File: config.mk
export PLATFORM = sky130hd
export DESIGN_NAME = tlul_host_arb
export DESIGN_NICKNAME = d
export VERILOG_FILES = /design/src/rtl/tlul_host_arb_pkg.sv /design/src/rtl/tlul_host_arb_rr.sv /design/src/rtl/tlul_host_arb.sv
export SDC_FILE = /design/constraint.sdc
export NUM_CORES = 1
export LEC_CHECK = 0
export ABC_AREA = 1
export ABC_CLOCK_PERIOD_IN_PS = 4100
export CORE_AREA = 2 2 214 216
export DETAILED_ROUTE_END_ITERATION = 7
export DIE_AREA = 0 0 216 218
export HOLD_SLACK_MARGIN = 0.08
export MAX_ROUTING_LAYER = met4
export PLACE_DENSITY = 0.37
export SLEW_MARGIN = 15
export SYNTH_ARGS = -nofsm -noshare
export SYNTH_HDL_FRONTEND = slang
export SYNTH_HIERARCHICAL = 1
export SYNTH_SLANG_ARGS = --single-unit
File: constraint.sdc
create_clock -name clk_i -period 4.1 [get_ports clk_i]
set_input_delay 0.82 -clock clk_i [delete_from_list [all_inputs] [get_ports clk_i]]
set_output_delay 0.82 -clock clk_i [all_outputs]
set_load 0.1 [all_outputs]
File: src/rtl/tlul_host_arb_pkg.sv
// Shared TL-UL types, widths and helpers for the M:1 host arbiter.
package tlul_host_arb_pkg;

  localparam int TL_AW  = 32;
  localparam int TL_DW  = 32;
  localparam int TL_DBW = TL_DW / 8;
  localparam int TL_SZW = 2;
  localparam int TL_AIW = 8;
  localparam int TL_DIW = 1;

  typedef enum logic [2:0] {
    PutFullData    = 3'h0,
    PutPartialData = 3'h1,
    Get            = 3'h4
  } tl_a_op_e;

  typedef enum logic [2:0] {
    AccessAck     = 3'h0,
    AccessAckData = 3'h1
  } tl_d_op_e;

  typedef struct packed {
    logic              a_valid;
    tl_a_op_e          a_opcode;
    logic [2:0]        a_param;
    logic [TL_SZW-1:0] a_size;
    logic [TL_AIW-1:0] a_source;
    logic [TL_AW-1:0]  a_address;
    logic [TL_DBW-1:0] a_mask;
    logic [TL_DW-1:0]  a_data;
    logic              d_ready;
  } tl_h2d_t;

  typedef struct packed {
    logic              d_valid;
    tl_d_op_e          d_opcode;
    logic [2:0]        d_param;
    logic [TL_SZW-1:0] d_size;
    logic [TL_AIW-1:0] d_source;
    logic [TL_DIW-1:0] d_sink;
    logic [TL_DW-1:0]  d_data;
    logic              d_error;
    logic              a_ready;
  } tl_d2h_t;

  typedef enum logic {
    ArbIdle = 1'b0,
    ArbLock = 1'b1
  } arb_state_e;

  // Slot reached by stepping off positions from base in a ring of m entries.
  function automatic int unsigned rr_slot(int unsigned base, int unsigned off, int unsigned m);
    return (base + off) % m;
  endfunction

endpackage

File: src/rtl/tlul_host_arb_rr.sv
// Combinational round-robin picker: first requester at or after ptr, modulo M.
module tlul_host_arb_rr
  import tlul_host_arb_pkg::*;
#(
  parameter  int M    = 3,
  localparam int IdxW = $clog2(M)
) (
  input  logic [M-1:0]    req,
  input  logic [IdxW-1:0] ptr,
  output logic [M-1:0]    gnt,
  output logic [IdxW-1:0] gnt_idx,
  output logic            valid
);

  int unsigned idx;

  always_comb begin
    gnt     = '0;
    gnt_idx = '0;
    valid   = 1'b0;
    idx     = 0;
    for (int unsigned k = 0; k < M; k++) begin
      idx = rr_slot(32'(ptr), k, M);
      if (!valid && req[idx]) begin
        valid    = 1'b1;
        gnt[idx] = 1'b1;
        gnt_idx  = IdxW'(idx);
      end
    end
  end

endmodule

File: src/rtl/tlul_host_arb.sv
// M:1 TL-UL host arbiter: round-robin grant with per-host outstanding limits,
// host index carried in the top bits of a_source so responses route statelessly.
module tlul_host_arb
  import tlul_host_arb_pkg::*;
#(
  parameter  int M              = 3,
  parameter  int MaxOutstanding = 4,
  localparam int IdxW           = $clog2(M)
) (
  input  logic    clk_i,
  input  logic    rst_ni,
  input  tl_h2d_t tl_h_i [M],
  output tl_d2h_t tl_h_o [M],
  output tl_h2d_t tl_d_o,
  input  tl_d2h_t tl_d_i,
  output logic [M-1:0] gnt_o,
  output logic    src_err_o
);

  localparam int CntW = $clog2(MaxOutstanding + 1);
  localparam int LowW = TL_AIW - IdxW;

  arb_state_e      state;
  logic [IdxW-1:0] ptr, lock_idx, rr_idx, gnt_idx, d_idx;
  logic [CntW-1:0] cnt [M];
  logic [M-1:0]    eligible, rr_gnt;
  logic            rr_valid, gnt_valid, a_hs, d_hs, bad_idx, tag_err;
  tl_h2d_t         host_req, a_chan;

  always_comb begin
    for (int i = 0; i < M; i++) begin
      eligible[i] = tl_h_i[i].a_valid && (cnt[i] < CntW'(MaxOutstanding));
    end
  end

  tlul_host_arb_rr #(.M(M)) u_rr (
    .req     (eligible),
    .ptr     (ptr),
    .gnt     (rr_gnt),
    .gnt_idx (rr_idx),
    .valid   (rr_valid)
  );

  // While locked the registered index wins so the A channel cannot switch hosts mid-beat.
  always_comb begin
    gnt_idx   = (state == ArbLock) ? lock_idx : rr_idx;
    gnt_valid = rst_ni && ((state == ArbLock) || rr_valid);
    host_req  = tl_h_i[gnt_idx];
    gnt_o     = '0;
    if (gnt_valid) begin
      gnt_o = (state == ArbLock) ? M'(1) << lock_idx : rr_gnt;
    end
  end

  assign d_idx   = tl_d_i.d_source[TL_AIW-1 -: IdxW];
  assign bad_idx = (int'(d_idx) >= M);
  assign tag_err = (host_req.a_source[TL_AIW-1 -: IdxW] != '0);

  always_comb begin
    tl_d_o = '0;
    if (gnt_valid) begin
      tl_d_o          = host_req;
      tl_d_o.a_source = {gnt_idx, host_req.a_source[LowW-1:0]};
    end
    tl_d_o.d_ready = bad_idx ? 1'b1 : tl_h_i[d_idx].d_ready;
  end

  assign a_hs = tl_d_o.a_valid && tl_d_i.a_ready;
  assign d_hs = tl_d_i.d_valid && tl_d_o.d_ready;

  always_comb begin
    for (int i = 0; i < M; i++) begin
      tl_h_o[i] = '0;
      if (!bad_idx && d_idx == IdxW'(i)) begin
        tl_h_o[i] = tl_d_i;
        tl_h_o[i].d_source[TL_AIW-1 -: IdxW] = '0;
      end
      tl_h_o[i].a_ready = gnt_o[i] && tl_d_i.a_ready;
    end
  end

  always_ff @(posedge clk_i or negedge rst_ni) begin
    if (!rst_ni) begin
      state     <= ArbIdle;
      lock_idx  <= '0;
      ptr       <= '0;
      src_err_o <= 1'b0;
      for (int i = 0; i < M; i++) cnt[i] <= '0;
    end else begin
      src_err_o <= (a_hs && tag_err) || (tl_d_i.d_valid && bad_idx);
      case (state)
        ArbIdle: if (gnt_valid && !tl_d_i.a_ready) begin
          state    <= ArbLock;
          lock_idx <= gnt_idx;
        end
        ArbLock: if (a_hs) state <= ArbIdle;
        default: state <= ArbIdle;
      endcase
      if (a_hs) ptr <= IdxW'(rr_slot(32'(gnt_idx), 1, M));
      // A simultaneous issue and retire for one host cancel out.
      for (int i = 0; i < M; i++) begin
        if ((a_hs && gnt_idx == IdxW'(i)) && !(d_hs && !bad_idx && d_idx == IdxW'(i))) begin
          cnt[i] <= cnt[i] + 1'b1;
        end else if (!(a_hs && gnt_idx == IdxW'(i)) && (d_hs && !bad_idx && d_idx == IdxW'(i))) begin
          cnt[i] <= cnt[i] - 1'b1;
        end
      end
    end
  end

  always_comb begin
    a_chan         = tl_d_o;
    a_chan.d_ready = 1'b0;
  end

  a_gnt_onehot: assert property (@(posedge clk_i) disable iff (!rst_ni) $onehot0(gnt_o));
  a_lock_stable: assert property (@(posedge clk_i) disable iff (!rst_ni)
    (state == ArbLock) |-> $stable(a_chan));

  for (genvar g = 0; g < M; g++) begin : g_cnt_chk
    a_cnt_max: assert property (@(posedge clk_i) disable iff (!rst_ni)
      cnt[g] <= CntW'(MaxOutstanding));
    a_cnt_underflow: assert property (@(posedge clk_i) disable iff (!rst_ni)
      (d_hs && !bad_idx && d_idx == IdxW'(g)) |-> (cnt[g] != '0));
  end

endmodule
==> impl_metrics.json <==
{
  "fin_skew_ns": 0.00225,
  "fp.coreArea_sq_um": 44900,
  "p_leak_uw": 0.00592,
  "holdPathStages": 1,
  "finalHoldViolations": 0,
  "synth_common_cells": "nand2_1 (214), nor2_1 (165), inv_1 (161)",
  "grt_pass1_vias": 7672,
  "layout_min_cycle_time_ns": 3.89,
  "antenna_found_initial": 3,
  "ys_warn_count": 6,
  "initial_core_util_pct": 9.79,
  "die_x_microns": 216,
  "fin_crit_sh_pct": 95.0,
  "p_int_uw": 4500,
  "wl_met1_microns": 14600,
  "synth_edf_count": 0,
  "cp.arrival_ns": 3.07,
  "synthTopCellsByArea": "nand2_1 (18%), o211ai_1 (14%), nor2_1 (14%), inv_1 (14%), a21oi_1 (10%)",
  "r2r_slack_ns": 0.62,
  "p_seq_share_pct": 2.5,
  "power_density_nw_per_um2": 847,
  "fin_cells": 2038,
  "worstReg2RegEnd": "cnt[2]",
  "required_ns": 3.28,
  "endpoint_kind": "primary output",
  "via_count": 7512,
  "final-max-slew-violation-count": 0,
  "clkSlewWorstSetupHoldPaths_ns": 0.05,
  "nets": 1762,
  "hpwlAfterDp_microns": 31200,
  "synth_top_area_share_pct": 18.3,
  "cts_tree": "built",
  "drc": 0,
  "swShare_pct": 62.1,
  "io_buffers": 551,
  "rows": 78,
  "pwr-share-comb_pct": 95.9,
  "ctsRootBufferMaster": "clkbuf_16",
  "relSlewSlack_pct": 31.8,
  "holdCritPathClass": "register to register",
  "post-synth-top-count-cell": "nand2_1",
  "die_area_sq_um": 47100,
  "vdd_drop_max_mv": 0.544,
  "synth_area_sq_um": 4390,
  "outcome": "finished clean",
  "maxUsedRoutingLayer": "met4",
  "startpoint": "tl_h_i[171]",
  "clock_sinks": 15,
  "clk_latency_ns": 0.24,
  "clock.fmax_mhz": 257,
  "p_sw_uw": 7380,
  "clockBufferDepth": 2,
  "ys_ff_latch": 15,
  "start_kind": "primary input",
  "wl_met2_microns": 19700,
  "wl_met3_microns": 1390,
  "postRouteWirelength_microns": 36000,
  "worst_pin_slew_ns": 1.02,
  "reg2regPathDepth": 25,
  "drt_pass1_iterations": 4,
  "cts_hold_buffers": 0,
  "postSynthAreaPerCell_sq_um": 5.05,
  "ys_types": 31,
  "r2r-start": "ptr[1]",
  "whs_endpoint": "cnt[3]",
  "dpl.cell_count": 2026,
  "grt_pass1_wl_microns": 51500,
  "cap_violations": 0,
  "postSynth.asyncResetShare_pct": 100,
  "worstPathMaxFanout": 15,
  "cts_buffers": 3,
  "post_drt_wl_per_cell_microns": 17.7,
  "min_from": "cnt[3]",
  "synth_flop_cell": "dfrtp_1",
  "grt_max_degree": 49,
  "syn_to_final_growth_pct": 219,
  "htree_levels": 1,
  "ios": 558,
  "fin_hold_ws_ns": 0.513,
  "netlist.top_cell.by_area": "nand2_1",
  "ant_nets": 0,
  "drt_iter0_drc": 294,
  "pre_cts_ws_ns": -0.106,
  "total_power_uw": 11900,
  "finalSetupViolCount": 0,
  "power_frac_clock_pct": 1.6,
  "utilization_pct": 31.3,
  "grt.total_usage_pct": 15.0,
  "via_per_inst": 3.69,
  "gp_congestion": 0.853,
  "worstSetupPathType": "primary input to primary output",
  "grt_overflow": 0,
  "layout_setup_ws_ns": 0.206,
  "yosysSeqAreaShare_pct": 8.54,
  "die_h_microns": 218,
  "n_fill_cell": 4820,
  "drive_above_1_share_pct": 30.2,
  "synthCells": 870
}
==> logic make-up after synthesis <==
family	share of synthesized area [%]
XOR/XNOR	1.20
multiplexers	0.769
buffers and inverters	21.5
AND/OR/NAND/NOR	36.9
adder cells (fa/ha/maj)	4.50
other	0.0854
flip-flops	8.54
AO/OA/AOI/OAI	26.5
==> worst max-delay path, stage by stage <==
cell and delay [ns]:
dlygate4sd2_1 0.24, inv_2 0.06, nor2_4 0.09, inv_1 0.06, nand2_1 0.07, nand3_2 0.08, nand2_2 0.09, nand3_1 0.07
nand2_1 0.07, clkinv_1 0.05, nand2_1 0.08, inv_1 0.05, nand2_2 0.08, nand2_4 0.07, nor2_4 0.12, buf_4 0.13
buf_12 0.13, buf_12 0.15, nand2_1 0.12, a21oi_2 0.21, buf_12 0.20
==> sequential cells by signal, indices dropped and copies added (netlist names) <==
signal     cells
cnt            9
lock_idx       2
state          1
src_err_o      1
ptr            2
==> power by group through the flow <==
stage	clock network (uW)	registers [uW]	logic, uW
after floorplan	0	293	6690
after global placement	0	290	11300
after detailed placement	0	290	11300
after CTS	197	290	11500
after global routing	205	305	11900
final	190	293	11400
==> what timing repair did <==
item | in CTS | in global routing
endpoints found under the setup margin | 81 | 74
pin swaps | 13 | 9
gates resized for setup | 8 | 13
cloned | 2 | 0
setup buffers | 3 | 0
==> placed cells by master (no fill, tap or decap), types with 2 or more instances in the layout <==
master           netlist  routed
nor2_1               165     160
inv_2                  7      10
xnor2_1                6       6
fa_1                   3       3
nand3_1               20      18
o211ai_1              84      84
inv_1                161     158
mux2_2                 3       3
nand2_1              214     211
ha_1                  11      10
a21oi_1               88       5
nand2_2                3       5
conb_1                 1       6
clkdlybuf4s50_1        0     309
a21oi_2                0      83
clkbuf_16              0       3
nand2_4                2       2
buf_12                 0     257
nor2_4                 1       3
nand3_2                1       3
nand4_1                2       2
nor2_2                 0       3
dfrtp_1               15      15
diode_2                0       3
buf_4                 10      50
o21ai_0                8       8
==> per-layer routing <==
metal | vias up | global-route usage [%]
li1 | 3832 | -
met2 | 198 | 28.0
met3 | 16 | 1.87
met5 | - | -
met1 | 3466 | 17.6
met4 | 0 | 1.94
==> how the worst max path moves through the flow <==
stage	cells past startpoint	slack, ns	endpoint
6_report	21	0.21	tl_d_o[36]
5_1_grt	21	-0.01	tl_d_o[42]
4_1_cts	21	0.05	tl_d_o[43]
3_5_place_dp	20	-0.11	tl_d_o[62]
3_3_place_gp	20	-0.11	tl_d_o[62]
2_1_floorplan	13	-0.53	tl_h_o[104]
==> through the flow <==
stage                     cell area, sq um  TNS, ns
after detailed placement             13800    -2.97
after global routing                 14000  -0.0143
after global placement               13800    -2.11
after CTS                            14000        0
final                                14000        0
after floorplan                       4740   -0.532
==> final cells by class <==
cell class / count / area, sq um / share of cell area, %
repair buffers: 621 / 8700 / 62.0
multi-input cells: 626 / 3490 / 24.9
well taps: 600 / 751 / 5.35
inverters: 169 / 634 / 4.52
flip-flops and latches: 15 / 375 / 2.67
clock buffers: 3 / 75.1 / 0.535
diodes: 3 / 7.51 / 0.0535
clock inverters: 1 / 5.00 / 0.0357
No activity file was read; power rests on OpenSTA's default activity.
